### src/rtl/key_debounce.sv
// rtl/key_debounce.sv - per-key two-flop synchroniser and stability-counter debouncer with press/release strobes
module key_debounce #(
    parameter int KEY_W           = 4,
    parameter int DEBOUNCE_CYCLES = 1_000_000
) (
    input  logic             sys_clk,
    input  logic             sys_rst_n,
    input  logic [KEY_W-1:0] key,
    output logic [KEY_W-1:0] key_value,
    output logic [KEY_W-1:0] key_press,
    output logic [KEY_W-1:0] key_release
);

    localparam int CNT_W = (DEBOUNCE_CYCLES > 2) ? $clog2(DEBOUNCE_CYCLES) : 1;
    localparam logic [CNT_W-1:0] TERM_CNT = CNT_W'(DEBOUNCE_CYCLES - 1);

    logic [KEY_W-1:0] r_sync1;
    logic [KEY_W-1:0] r_sync2;

    // Idle level of an active-low key is 1, so the synchroniser resets high
    // to avoid a phantom press straight out of reset.
    always_ff @(posedge sys_clk or negedge sys_rst_n) begin
        if (!sys_rst_n) begin
            r_sync1 <= '1;
            r_sync2 <= '1;
        end else begin
            r_sync1 <= key;
            r_sync2 <= r_sync1;
        end
    end

    for (genvar g = 0; g < KEY_W; g++) begin : g_chan
        logic [CNT_W-1:0] r_cnt;
        logic             r_value;
        logic             r_press;
        logic             r_release;
        logic             w_differs;
        logic             w_terminal;

        assign w_differs  = r_sync2[g] != r_value;
        assign w_terminal = r_cnt == TERM_CNT;

        // Any return to the accepted level restarts the count, so only an
        // uninterrupted run of DEBOUNCE_CYCLES mismatching samples is accepted.
        always_ff @(posedge sys_clk or negedge sys_rst_n) begin
            if (!sys_rst_n) begin
                r_cnt     <= '0;
                r_value   <= 1'b1;
                r_press   <= 1'b0;
                r_release <= 1'b0;
            end else begin
                r_press   <= 1'b0;
                r_release <= 1'b0;
                if (!w_differs) begin
                    r_cnt <= '0;
                end else if (w_terminal) begin
                    r_cnt     <= '0;
                    r_value   <= r_sync2[g];
                    r_press   <= ~r_sync2[g];
                    r_release <= r_sync2[g];
                end else begin
                    r_cnt <= r_cnt + 1'b1;
                end
            end
        end

        assign key_value[g]   = r_value;
        assign key_press[g]   = r_press;
        assign key_release[g] = r_release;
    end

endmodule
### config.mk
export PLATFORM = sky130hd
export DESIGN_NAME = key_debounce
export DESIGN_NICKNAME = d
export VERILOG_FILES = /design/src/rtl/key_debounce.sv
export SDC_FILE = /design/constraint.sdc
export NUM_CORES = 1
export LEC_CHECK = 0
export ABC_AREA = 1
export BUFFER_PORTS_ARGS = -buffer_cell sky130_fd_sc_hd__buf_4
export CAP_MARGIN = 20
export CORE_ASPECT_RATIO = 1.1
export CORE_UTILIZATION = 40
export CTS_CLUSTER_DIAMETER = 100
export DETAILED_ROUTE_END_ITERATION = 10
export SLEW_MARGIN = 0
export SYNTH_ARGS = -nofsm -noshare
export SYNTH_HDL_FRONTEND = slang
export SYNTH_SLANG_ARGS = --single-unit
### constraint.sdc
create_clock -name sys_clk -period 4.1 [get_ports sys_clk]
set_clock_uncertainty 0.1 [all_clocks]
set_input_delay 0.205 -clock sys_clk [delete_from_list [all_inputs] [get_ports sys_clk]]
set_output_delay 0.205 -clock sys_clk [all_outputs]
set_load 0.02 [all_outputs]
# Word-level counts from Yosys, hierarchy flattened
# Cells that the tools add are included.
# op_classes
bitwise_logic,4
n_reduce_logical,4
n_eq_ne,8
add_sub_neg,4
shifts,0
muxes,24
order_cmp,0
n_mul,0
div,0
# op_table
operator,count
$mux W20,8
$add A20 B1 Y20 const B,4
$eq A20 B20 Y1 const B,4
$mux W1,16
$reduce_and A2 Y1,4
$ne A1 B1 Y1,4
$not A1 Y1,4
# totals
wordCells,62
ramBits,0
mem_count,0
ff_bits,100
inputBits,6
latch_bits,0
mem_bits_ro,0

# Longest topological paths before layout
# depth
word_depth,3
depth_mapped,9
ltp_nobuf,9

# Worst setup path before layout
# OpenSTA, ideal clock, no wires.
# synth_path
kind,reg2reg
startpoint,register g_chan[0].r_cnt[0]
endpoint,register g_chan[0].r_cnt[12]
period_less_slack_ns,1.406
n_path_buf,0
path_slack_ns,2.694
t_arrival_ns,1.184
setup_time_ns,0.122
required_time_ns,3.878
path_stages_with_launch,7
cell_sequence,dfrtp_1 -> ha_1 -> nand3_2 -> nor2_4 -> nand3_2 -> nand2_2 -> nor2_1
# synth_via
elab_chain_len,3
# synth_lines
item,line,text
start: declaration,33,logic [CNT_W-1:0] r_cnt;
start signal: assignment,62,r_cnt <= r_cnt + 1'b1;
$add A20 B1 Y20 or $eq A20 B20 Y1 (tied branches),"62, 41",
$mux W20 (*),56,end else if (w_terminal) begin
$mux W20 (*),54,if (!w_differs) begin
# Every way passes the cells marked *; elsewhere a longest branch is shown, timed or not.
# A chain may end at the register's enable or synchronous reset.

# Final worst setup path
# layout_path
startpoint,register r_sync2[3]
endpoint,register g_chan[3].r_cnt[0]
# layout_via
elab_chain_len,2
# layout_lines
item,line,text
start: declaration,18,logic [KEY_W-1:0] r_sync2;
start signal: assignment,28,r_sync2 <= r_sync1;
$ne A1 B1 Y1,40,assign w_differs = r_sync2[g] != r_value;
$mux W20,54,
end signal: assignment,62,
end: declaration,33,
# No other way between the ends.

==> results.yml <==
floorplanning:
  die_w_um: 112
  die_h_um: 122
  core_region_area_sq_um: 12800
  rows: 43
  io_pins: 18
  die-area_sq_um: 13700
  start_util: 0.414
clock_network:
  cts-root-buf: "clkbuf_16"
  cts.htree.levels: 3
  cts_made_buffers: 9
  clockBufferDepth: 2
  postCtsSetupBuffers: 0
  cts_tree: "done"
  clkTransAtPathRegs_ns: 0.07
  cts_sinks: 100
  clkLatencyLatePin_ns: 0.36
  cts_resized: 0
cells_and_area:
  n_fill_cell: 1267
  drive_gt1_frac: 0.143
  fin_nets: 670
  syn2layout_area_growth_pct: 11.1
  n_antenna_cell: 0
  postLayoutCoreUtil: 0.460
timing:
  tightest_slew_ns: 0.939
  max_freq_mhz: 489
  final.setup.tns_ns: 0
  maxSlewHeadroom: 0.374
  setup_violations: 0
  period_needed_ns: 2.04
  grt_setup_unrepaired: "no"
  hold_viol: 0
  fin_crit_sh: 0.499
  maxSlewViolCount: 0
critical_path:
  startpoint: "r_sync2[3]"
  r2r-start: "r_sync2[3]"
  end_kind: "register"
  reg2reg_depth: 5
  cp_common_cell: "nor2_1"
  slowest_delay_ns: 0.71
  arrival_ns: 2.19
  r2r_slack_ns: 2.06
  r2r_end: "g_chan[3].r_cnt[0]"
  crit_type: "register to register"
  cpMaxStageDelayCell: "nor2_1"
  cp_max_fo: 12
  cp-start-kind: "register"
  path_cells: "nor2_1, nor2_1, inv_1, nand2_2, nor2_1"
  required_ns: 4.25
detailed_routing:
  viasPerCell: 4.94
  ant_nets: 0
  drc_errors: 4
  drt_iter0_markers: 220
  drt-total-wl_um: 10400
  via_count: 4060
  wire_per_inst_um: 12.6
  drtPass1Iterations: 7
logic_synthesis:
  async_flop_share: 1.00
  yosys-top-cells-count: "164 x nor2_1, 94 x nand2_1, 88 x dfrtp_1, 64 x nand3_1, 58 x inv_1"
  postSynthCellCount: 640
  ys_warn_count: 0
  synth-seq-cells: 100
  syn_area_sq_um: 5280
  synth_flop_cell: "dfrtp_1"
  syn_nets: 650
  synth.top_cell.area_share: 0.417
  yosysUniqueCellTypes: 33
  yosysMostFrequentCell: "nor2_1"
  synthTopCellsByArea: "dfrtp_1 42%, nor2_1 12%, nand2_1 6.7%"
  synth_edf_count: 0
  yosysTopAreaCell: "dfrtp_1"
  syn_avg_cell_area_sq_um: 8.25
  ys_seq_area_frac: 0.477
power_and_ir_drop:
  fin_total_pwr_uw: 1970
  ir_worst_vdd_uv: 276
  p_leak_uw: 0.00249
  pwr_density_cell_nw_per_um2: 336
placement:
  gp_congestion: 0.931
  numPortBuffers: 17
  dp.final_hpwl_um: 7440
grt:
  gr-total-overflow: 0
  first_global_vias: 3867
  antenna_found_initial: 0
  grt_max_degree: 76
  grt_first_pass_wirelength_um: 17900
  grtUsageTotal: 0.165
worst_hold_path:
  min-delay-start: "r_sync1[3]"
  hold_end: "r_sync2[3]"
  min_path_type: "register to register"
  holdPathStages: 0
status:
  status: "complete, but fails checks"
  violations: "DRC"
job:
  drv_cap: 0
==> sequential cells by signal (all words and copies together), names as in the netlist <==
register / count
r_sync2: 4
g_chan.r_value: 4
g_chan.r_press: 4
r_sync1: 4
g_chan.r_release: 4
g_chan.r_cnt: 80
==> through the flow <==
stage                     worst slack, ns  hold slack (ns)  cell area (sq um)  cells
after global placement               2.10            0.216               5500    801
after floorplan                      2.69           -0.191               5280    640
after global routing                 1.87            0.259               5860    822
after CTS                            2.04            0.258               5860    822
final                                2.06            0.257               5860    822
after detailed placement             2.05            0.220               5500    801
==> cells by family after synthesis <==
kind of cell | synth area share
buffers and inverters | 0.0628
AO/OA/AOI/OAI | 0.0235
adder cells (fa/ha/maj) | 0.00948
AND/OR/NAND/NOR | 0.358
XOR/XNOR | 0.0697
flip-flops | 0.477
==> power by group <==
| group | internal, uW | leakage (uW) | switching [uW] |
|---|---|---|---|
| clock network | 495 | 0.000146 | 392 |
| registers | 1000 | 0.00135 | 12.0 |
| logic | 21.0 | 0.000996 | 49.0 |
| total | 1520 | 0.00249 | 453 |
==> worst max-delay path by stage <==
stage and end:
2_1_floorplan g_chan[0].r_cnt[12], 3_3_place_gp g_chan[3].r_cnt[0], 3_5_place_dp g_chan[3].r_cnt[3], 4_1_cts g_chan[3].r_cnt[0]
5_1_grt g_chan[3].r_cnt[0], 6_report g_chan[3].r_cnt[0]
==> layout by cell type (no fill, tap or decap), drive strengths merged, types with 6 or more instances in the layout <==
master,synthesis,layout
a21oi,13,13
buf,14,18
clkbuf,0,10
dfrtp,88,88
dfstp,12,12
inv,60,62
nand2,107,107
nand3,73,73
nand4,8,8
nor2,184,184
nor3,18,18
o21ai,6,6
xnor2,15,15
xor2,27,27
==> metal layers <==
| metal | global-route usage | up-vias | wire (um) |
|---|---|---|---|
| li1 | - | 2056 | - |
| met1 | 0.207 | 1923 | 4890 |
| met2 | 0.280 | 74 | 4920 |
| met3 | 0.0430 | 7 | 455 |
| met4 | 0.0507 | 0 | 116 |
| met5 | 0 | - | 0 |
==> what timing repair did <==
action | in CTS | in global routing
endpoints found under the hold margin | 70 | 0
hold buffers | 5 | 0
endpoints found under the setup margin | 0 | 0
==> final cells by class <==
class	count	area [sq um]	share of cell area
clock buffers	10	239	0.0408
clock inverters	6	71.3	0.0122
inverters	60	225	0.0384
multi-input cells	466	2430	0.414
flip-flops and latches	100	2520	0.429
well taps	157	196	0.0335
repair buffers	23	185	0.0316
==> worst max-delay path: cells and delay by family (launching register included) <==
family	cells	cell delay, ns
buf+inv	1	0.27
flops	1	0.55
simple gates	4	1.02
(Power assumes the default switching activity.)
